$ cat src/rtl/emif_cal_bridge_pkg.sv
// Package for the EMIF calibration debug -> calbus bridge.
// Holds the bridge FSM state type, the channel-select width, the latency
// counter width and the byte-lane merge helper used for partial writes.
package emif_cal_bridge_pkg;

    typedef enum logic [2:0] {
        ST_IDLE,
        ST_RD_WAIT,
        ST_RMW_WAIT,
        ST_WR,
        ST_RESP
    } state_e;

    localparam int CHAN_SEL_WIDTH = 4;
    localparam int LAT_W          = 3;    // enough for RD_LATENCY up to 7
    localparam int MAX_DW         = 256;  // widest data path be_merge handles
    localparam int MAX_BE         = MAX_DW / 8;

    // Byte-lane merge: enabled lanes take new_d, the rest keep old_d.
    // Callers zero-extend to MAX_DW and truncate the result back.
    function automatic logic [MAX_DW-1:0] be_merge(
        input logic [MAX_DW-1:0] old_d,
        input logic [MAX_DW-1:0] new_d,
        input logic [MAX_BE-1:0] be
    );
        logic [MAX_DW-1:0] r;
        r = old_d;
        for (int b = 0; b < MAX_BE; b++) begin
            if (be[b]) r[8*b +: 8] = new_d[8*b +: 8];
        end
        return r;
    endfunction

endpackage

$ cat src/rtl/emif_cal_lat_counter.sv
// Loadable down-counter used to time the calbus read latency.
// Ports:
//   clk_i       clock
//   rst_ni      synchronous active-low reset
//   load_i      load load_val_i this cycle
//   load_val_i  remaining wait cycles after the load
//   done_o      count has reached zero
module emif_cal_lat_counter #(
    parameter int W = 3
) (
    input  logic         clk_i,
    input  logic         rst_ni,
    input  logic         load_i,
    input  logic [W-1:0] load_val_i,
    output logic         done_o
);

    logic [W-1:0] cnt_q;

    always_ff @(posedge clk_i) begin
        if (!rst_ni) begin
            cnt_q <= '0;
        end else if (load_i) begin
            cnt_q <= load_val_i;
        end else if (cnt_q != '0) begin
            cnt_q <= cnt_q - 1'b1;
        end
    end

    assign done_o = (cnt_q == '0);

endmodule

$ cat src/rtl/emif_cal_debug_calbus_bridge.sv
// Bridge from the EMIF calibration debug Avalon-MM port to NUM_CALBUS
// calibration buses. One outstanding command; channel chosen by the top
// address nibble; partial writes done as read-modify-write; unmapped
// channels and read+write collisions bump a saturating error counter.
// Ports:
//   cal_debug_*   Avalon-MM slave (read/write/addr/data/byteenable in,
//                 waitrequest/read_data/read_data_valid out)
//   calbus_*      per-channel strobes, address and write data out (flattened,
//                 channel i in slice i), read data in
//   err_count     saturating error counter, cleared only by reset
module emif_cal_debug_calbus_bridge
    import emif_cal_bridge_pkg::*;
#(
    parameter int                    NUM_CALBUS        = 2,
    parameter int                    CALBUS_ADDR_WIDTH = 20,
    parameter int                    DATA_WIDTH        = 32,
    parameter int                    RD_LATENCY        = 2,
    parameter logic [DATA_WIDTH-1:0] ERR_DATA          = 32'hDEAD_BEEF
) (
    input  logic                                  cal_debug_clk,
    input  logic                                  cal_debug_reset_n,
    input  logic                                  cal_debug_read,
    input  logic                                  cal_debug_write,
    input  logic [CALBUS_ADDR_WIDTH+3:0]          cal_debug_addr,
    input  logic [DATA_WIDTH-1:0]                 cal_debug_write_data,
    input  logic [DATA_WIDTH/8-1:0]               cal_debug_byteenable,
    output logic                                  cal_debug_waitrequest,
    output logic [DATA_WIDTH-1:0]                 cal_debug_read_data,
    output logic                                  cal_debug_read_data_valid,
    output logic [NUM_CALBUS-1:0]                 calbus_read,
    output logic [NUM_CALBUS-1:0]                 calbus_write,
    output logic [NUM_CALBUS*CALBUS_ADDR_WIDTH-1:0] calbus_address,
    output logic [NUM_CALBUS*DATA_WIDTH-1:0]      calbus_wdata,
    input  logic [NUM_CALBUS*DATA_WIDTH-1:0]      calbus_rdata,
    output logic [7:0]                            err_count
);

    localparam int AW    = CALBUS_ADDR_WIDTH;
    localparam int DW    = DATA_WIDTH;
    localparam int BW    = DATA_WIDTH / 8;
    localparam int IDX_W = (NUM_CALBUS > 1) ? $clog2(NUM_CALBUS) : 1;

    state_e                       state_q, state_d;
    logic                         wait_q, valid_q;
    logic [DW-1:0]                rdata_q;
    logic [NUM_CALBUS-1:0]        rd_strb_q, wr_strb_q;
    logic [NUM_CALBUS-1:0][AW-1:0] addr_slc_q;
    logic [NUM_CALBUS-1:0][DW-1:0] wdata_slc_q;
    logic [NUM_CALBUS-1:0][DW-1:0] rdata_slc;
    logic [7:0]                   err_q;
    logic [DW-1:0]                wdata_q;
    logic [BW-1:0]                be_q;
    logic [IDX_W-1:0]             idx_q;
    logic                         map_q;

    logic [CHAN_SEL_WIDTH-1:0]    ch_in;
    logic [IDX_W-1:0]             idx_in;
    logic                         map_in, accept, be_full, be_zero, err_ev;
    logic                         cnt_load, cnt_done;
    logic [LAT_W-1:0]             cnt_val;

    assign rdata_slc = calbus_rdata;
    assign ch_in     = cal_debug_addr[AW+CHAN_SEL_WIDTH-1:AW];
    assign idx_in    = ch_in[IDX_W-1:0];
    assign map_in    = ({1'b0, ch_in} < 5'(NUM_CALBUS));
    // waitrequest is low only in IDLE, so this also implies state_q==IDLE
    assign accept    = (cal_debug_read | cal_debug_write) & ~wait_q;
    assign be_full   = &cal_debug_byteenable;
    assign be_zero   = ~|cal_debug_byteenable;
    assign err_ev    = accept & (~map_in | (cal_debug_read & cal_debug_write));

    emif_cal_lat_counter #(.W(LAT_W)) u_lat (
        .clk_i      (cal_debug_clk),
        .rst_ni     (cal_debug_reset_n),
        .load_i     (cnt_load),
        .load_val_i (cnt_val),
        .done_o     (cnt_done)
    );

    // Read waits RD_LATENCY cycles and samples in RESP; RMW samples on the
    // last wait cycle so the write strobe lands one cycle later in WR.
    always_comb begin
        state_d  = state_q;
        cnt_load = 1'b0;
        cnt_val  = LAT_W'(RD_LATENCY - 1);
        unique case (state_q)
            ST_IDLE: begin
                if (accept) begin
                    if (cal_debug_write) begin
                        if (map_in && !be_full && !be_zero) begin
                            state_d  = ST_RMW_WAIT;
                            cnt_load = 1'b1;
                            cnt_val  = LAT_W'(RD_LATENCY);
                        end else begin
                            state_d = ST_WR;
                        end
                    end else if (map_in) begin
                        state_d  = ST_RD_WAIT;
                        cnt_load = 1'b1;
                    end else begin
                        state_d = ST_RESP;
                    end
                end
            end
            ST_RD_WAIT:  if (cnt_done) state_d = ST_RESP;
            ST_RMW_WAIT: if (cnt_done) state_d = ST_WR;
            ST_WR:       state_d = ST_IDLE;
            ST_RESP:     state_d = ST_IDLE;
            default:     state_d = ST_IDLE;
        endcase
    end

    always_ff @(posedge cal_debug_clk) begin
        if (!cal_debug_reset_n) begin
            state_q     <= ST_IDLE;
            wait_q      <= 1'b1;
            valid_q     <= 1'b0;
            rdata_q     <= '0;
            rd_strb_q   <= '0;
            wr_strb_q   <= '0;
            addr_slc_q  <= '0;
            wdata_slc_q <= '0;
            err_q       <= '0;
            wdata_q     <= '0;
            be_q        <= '0;
            idx_q       <= '0;
            map_q       <= 1'b0;
        end else begin
            state_q   <= state_d;
            wait_q    <= (state_d != ST_IDLE);
            valid_q   <= 1'b0;
            rd_strb_q <= '0;
            wr_strb_q <= '0;
            if (err_ev && err_q != 8'hFF) err_q <= err_q + 8'd1;

            if (accept) begin
                wdata_q <= cal_debug_write_data;
                be_q    <= cal_debug_byteenable;
                idx_q   <= idx_in;
                map_q   <= map_in;
                if (map_in) begin
                    if (cal_debug_write) begin
                        if (be_full) begin
                            wr_strb_q[idx_in]   <= 1'b1;
                            addr_slc_q[idx_in]  <= cal_debug_addr[AW-1:0];
                            wdata_slc_q[idx_in] <= cal_debug_write_data;
                        end else if (!be_zero) begin
                            rd_strb_q[idx_in]   <= 1'b1;
                            addr_slc_q[idx_in]  <= cal_debug_addr[AW-1:0];
                        end
                    end else begin
                        rd_strb_q[idx_in]  <= 1'b1;
                        addr_slc_q[idx_in] <= cal_debug_addr[AW-1:0];
                    end
                end
            end

            if (state_q == ST_RESP) begin
                rdata_q <= map_q ? rdata_slc[idx_q] : ERR_DATA;
                valid_q <= 1'b1;
            end

            if (state_q == ST_RMW_WAIT && cnt_done) begin
                wr_strb_q[idx_q]   <= 1'b1;
                wdata_slc_q[idx_q] <= DW'(be_merge(MAX_DW'(rdata_slc[idx_q]),
                                                   MAX_DW'(wdata_q),
                                                   MAX_BE'(be_q)));
            end
        end
    end

    assign cal_debug_waitrequest     = wait_q;
    assign cal_debug_read_data       = rdata_q;
    assign cal_debug_read_data_valid = valid_q;
    assign calbus_read               = rd_strb_q;
    assign calbus_write              = wr_strb_q;
    assign calbus_address            = addr_slc_q;
    assign calbus_wdata              = wdata_slc_q;
    assign err_count                 = err_q;

endmodule
$ cat config.mk
export PLATFORM = sky130hd
export DESIGN_NAME = emif_cal_debug_calbus_bridge
export DESIGN_NICKNAME = d
export VERILOG_FILES = /design/src/rtl/emif_cal_bridge_pkg.sv /design/src/rtl/emif_cal_lat_counter.sv /design/src/rtl/emif_cal_debug_calbus_bridge.sv
export SDC_FILE = /design/constraint.sdc
export NUM_CORES = 1
export LEC_CHECK = 0
export CAP_MARGIN = 20
export CELL_PAD_IN_SITES_DETAIL_PLACEMENT = 1
export CELL_PAD_IN_SITES_GLOBAL_PLACEMENT = 2
export CORE_UTILIZATION = 24
export DETAILED_ROUTE_END_ITERATION = 8
export HOLD_SLACK_MARGIN = 0.15
export PLACE_DENSITY = 0.75
export SYNTH_ARGS = -nofsm -noshare
export SYNTH_HDL_FRONTEND = slang
export SYNTH_SLANG_ARGS = --single-unit
$ cat constraint.sdc
create_clock -name cal_debug_clk -period 2.14 [get_ports cal_debug_clk]
set_input_delay 0.535 -clock cal_debug_clk [delete_from_list [all_inputs] [get_ports cal_debug_clk]]
set_output_delay 0.535 -clock cal_debug_clk [all_outputs]
set_load 0.1 [all_outputs]
==> qor.csv, run 1 <==
metric,value,unit
outcome,finished clean,
synth_area_per_cell,8.75,um^2
synthCells,970,
postCtsHoldBufs,0,
die_area,36100,um^2
cts.clk_slew.worst_paths,80,ps
cts_buffers,17,
drc,0,
r2r_start,err_count[0],
async_reset_ff_frac,0,
ys_types,48,
cts_sinks,194,
power.density,967,nW/um^2
finalSetupViolCount,0,
slew_violations,0,
gp_congestion,0.752,
wl_per_cell,19.3,um
peakVddDrop,0.599,mV
relSlewSlack,0.572,
holdWs,458,ps
ant_nets,0,
netlist_area,8490,um^2
synth-edff-count,0,
tightest_slew,641,ps
clk_path_buf_depth,2,
synth.area.top_cells,"dfxtp_1, mux2i_1, a21oi_1",
cp_data_arrival_time,2450,ps
synth_seq_cells,194,
num_vias,8147,
grt_pass1_wl,49500,um
first_global_vias,8329,
root_buffer,clkbuf_16,
layout_min_cycle_time,2110,ps
final_common_cell,dfxtp_1,
fin_crit_sh,0.986,
syn-num-nets,1101,
coreArea,34600,um^2
dp_hpwl,23200,um
grt_overflow_total,0,
first_pass_iters,4,
max_freq,0.474,GHz
path_max_fanout,16,
ys.flop_type,dfxtp_1,
grt_max_degree,80,
final_cells,1699,
clk_latency,450,ps
rr_endpoint,err_count[3],
layout.nets,1362,
io_pins,278,
vias_per_cell,4.80,
mostFrequentLayoutCells,"dfxtp_1, buf_4, a21oi_1, nand2_1, clkdlybuf4s50_1",
ys_seq_area_frac,0.458,
maxCapViolCount,0,
crit_path_end,calbus_wdata[24],
rr_worst_depth,5,
critPathLaunch,cal_debug_addr[23],
start_kind,input port,
finalHoldViolCount,0,
drt_iter0_drc,269,
synthToLayoutAreaGrowth,44.7,%
ff2ff_setup_slack,150,ps
die_h,190,um
hp-class,reg -> reg,
finalSetupTns,0,ps
fillers,4003,
num_rows,68,
grtUsageTotal,0.179,
cp-end-kind,flop,
placed_area,11700,um^2
start_util,0.245,
drive_above_1_share,0.241,
cp_data_required_time,2480,ps
wirelength,32800,um
p_leak,5.02,nW
power,11.9,mW
yosysWarnings,0,
die_w,190,um
skew,18.3,ps
htree_levels,4,
antenna_found_initial,2,
portBuffers,277,
finalInstanceArea,12300,um^2
placedCellCount,1663,
yosys.area.top_type,dfxtp_1,
synth_top_area_share,0.458,
path_class,in -> reg,
tritoncts,done,
==> metrics by stage <==
step / setup WS (ps) / utilization
final: 29.5 / 0.355
after global routing: -37.4 / 0.355
after CTS: 26.4 / 0.352
after detailed placement: -455 / 0.337
after global placement: -415 / 0.337
after floorplan: 28.6 / -
==> area by class of cell <==
class | count | area, um^2 | area share
Antenna cell | 1 | 2.50 | 0.000204
Clock buffer | 19 | 443 | 0.0361
Clock inverter | 12 | 100 | 0.00815
Inverter | 6 | 25.0 | 0.00204
Multi-Input combinational cell | 682 | 4220 | 0.344
Sequential cell | 194 | 3890 | 0.317
Tap cell | 455 | 569 | 0.0464
Timing Repair Buffer | 330 | 3030 | 0.247
==> sequential cells by signal, indices dropped and copies added, names as in the netlist <==
name	flops
cal_debug_read_data_valid	1
err_count	8
calbus_read	2
cal_debug_waitrequest	1
calbus_wdata	64
cal_debug_read_data	32
calbus_write	2
idx_q	1
calbus_address	40
map_q	1
u_lat.cnt_q	3
be_q	4
wdata_q	32
state_q	3
==> Yosys cell counts (all sizes together), types with 2 or more instances <==
cell type,n
nor2b,4
nor2,33
a21oi,128
inv,6
o31ai,5
nor4,5
and2,4
ha,3
nor3b,5
nand2b,2
o211ai,4
nand2,127
and4,3
mux2,32
a221oi,15
or3,5
a21o,37
dfxtp,194
o21ai,68
buf,31
nor3,51
clkbuf,57
mux2i,69
a21boi,8
nand4,5
nand3,50
or4,7
==> what timing repair did <==
action | CTS | global route
resized for setup | 0 | 4
endpoints found under the setup margin | 0 | 15
setup buffers | 0 | 2
==> power breakdown <==
| part | internal (mW) | switching [mW] |
|---|---|---|
| logic | 1.33 | 3.07 |
| registers | 4.01 | 0.340 |
| clock network | 1.54 | 1.57 |
==> per-layer routing <==
| metal | up-vias | GRT usage | part of all wire |
|---|---|---|---|
| met5 | - | 0 | 0.00034 |
| met3 | 27 | 0.0415 | 0.055 |
| met2 | 197 | 0.314 | 0.50 |
| met4 | 2 | 0.0434 | 0.013 |
| li1 | 3959 | - | - |
| met1 | 3962 | 0.220 | 0.43 |
==> kinds of logic after synthesis <==
family | share of synthesized area
AND/OR/NAND/NOR | 0.178
AO/OA/AOI/OAI | 0.188
flip-flops | 0.458
multiplexers | 0.124
buffers and inverters | 0.0478
adder cells (fa/ha/maj) | 0.00442
XOR/XNOR | 0.00103
==> worst min path at each step <==
| stage | start | end | slack, ps | cells after the start |
|---|---|---|---|---|
| 6_report | wdata_q[14] | wdata_q[14] | 460 | 2 |
| 5_1_grt | wdata_q[0] | wdata_q[0] | 480 | 2 |
| 4_1_cts | wdata_q[4] | wdata_q[4] | 460 | 2 |
| 3_5_place_dp | wdata_q[31] | wdata_q[31] | 450 | 2 |
| 3_3_place_gp | wdata_q[0] | wdata_q[0] | 440 | 2 |
| 2_1_floorplan | wdata_q[0] | wdata_q[0] | 440 | 2 |
==> critical path: stages <==
cell	delay [ps]
clkdlybuf4s50_1	460
or3_4	460
or4_4	520
clkbuf_16	230
nor3_2	170
nor3b_1	70
Note: power is estimated with default switching activity, not from simulation.
==> inputs of run 2 (changes only) <==
- TNS_END_PERCENT: unset -> 5
==> qor.csv, run 2 (synthesis results as in run 1) <==
metric,value,unit
holdWs,457,ps
wirelength,32500,um
drive_above_1_share,0.241,
setup_slack,-1.38,ps
gp_congestion,0.752,
drc,0,
outcome,"complete, but fails checks",
root_buffer,clkbuf_16,
p_leak,5.00,nW
cp_data_required_time,2470,ps
hp-class,reg -> reg,
clk_path_buf_depth,2,
layout_min_cycle_time,2140,ps
portBuffers,277,
largest_reg_flops,64,
num_vias,8124,
htree_levels,4,
grtUsageTotal,0.179,
die_w,190,um
coreArea,34600,um^2
synthToLayoutAreaGrowth,44.3,%
io_pins,278,
cts_buffers,17,
first_pass_iters,4,
path_class,in -> reg,
tightest_slew,636,ps
cp_data_arrival_time,2470,ps
die_h,190,um
wl_per_cell,19.1,um
ant_nets,0,
start_kind,input port,
grt_max_degree,80,
mostFrequentLayoutCells,"dfxtp_1, buf_4, a21oi_1, nand2_1, clkdlybuf4s50_1",
die_area,36100,um^2
slowest_delay,540,ps
rsz0062_at_grt,true,
topRoutingLayerUsed,met5,
vias_per_cell,4.78,
first_global_vias,8329,
maxCapViolCount,0,
peakVddDrop,0.598,mV
num_rows,68,
dp_hpwl,23200,um
cp-end-kind,flop,
max_freq,0.467,GHz
wl_met3,1620,um
clk_latency,450,ps
relSlewSlack,0.575,
finalHoldViolCount,0,
cp_top_family,simple AND/OR/NAND/NOR gates,
skew,17.3,ps
postCtsHoldBufs,0,
wl_met2,16300,um
layout.nets,1361,
cts.clk_slew.worst_paths,80,ps
tritoncts,done,
drt_iter0_drc,249,
antenna_found_initial,2,
critPathBufInv,2,
grt_pass1_wl,49500,um
grt_overflow_total,0,
finalSetupViolCount,3,
path_max_fanout,32,
drt-met1-wl,14100,um
dpl_worst_slack,-455,ps
slew_violations,0,
path_cells,clkdlybuf4s50_1 -> or3_4 -> or4_4 -> buf_12 -> nor3_2 -> nor3_1,
slowest_stage,or4_4,
fillers,4006,
power.density,969,nW/um^2
violations,negative setup slack,
start_util,0.245,
cts_sinks,194,
final_common_cell,dfxtp_1,
fin_crit_sh,1.00,
## run 2: report_power, final
| group | switching [mW] | leakage [nW] | internal [mW] | total [mW] |
|---|---|---|---|---|
| clock | 1.57 | 0.247 | 1.54 | 3.11 |
| combinational | 3.07 | 3.18 | 1.33 | 4.41 |
| sequential | 0.340 | 1.57 | 4.01 | 4.35 |
| total | 4.98 | 5.00 | 6.88 | 11.9 |
## run 2: per-layer routing
metal,GRT usage,vias to the layer above
met5,0,-
met4,0.0434,2
met3,0.0415,30
met2,0.314,187
met1,0.220,3945
li1,-,3960
## run 2: what timing repair did
item,in CTS,in global routing
endpoints found under the setup margin,0,15
gates resized for setup,0,3
buffers inserted,0,2
## run 2: area by class of cell
class	instances	area (um^2)	share of cell area
inverters	6	25.0	0.00204
multi-input cells	682	4220	0.344
well taps	455	569	0.0465
clock inverters	12	100	0.00817
clock buffers	19	443	0.0362
repair buffers	329	3000	0.245
diodes	1	2.50	0.000204
flip-flops and latches	194	3890	0.318
## run 2: path summary, 6_finish.rpt
kind / start / end / slack, ps / depth (start not counted)
setup reg to reg: err_count[0] / err_count[3] / 150 / 5
hold / removal: wdata_q[14] / wdata_q[14] / 460 / 2
hold reg to reg: wdata_q[14] / wdata_q[14] / 460 / 2
setup / recovery: cal_debug_addr[22] / calbus_wdata[6] / -1 / 6
## run 2: through the flow
step                 util  setup TNS [ps]  total power, mW  cell area, um^2  cells
detailed placement  0.337          -33700             8.88            11700   1663
global route        0.354            -247             12.5            12200   1698
floorplan               -               0             7.43             8490    970
CTS                 0.352               0             12.0            12200   1694
global placement    0.337          -31810             8.82            11700   1663
finish              0.354           -3.71             11.9            12200   1698
## run 2: worst min-delay path, delay by kind of cell (launching register included)
kind | cells | cell delay, ps
AOI/OAI and AO/OA | 1 | 50
DFF | 1 | 310
and+or+nand+nor | 1 | 50
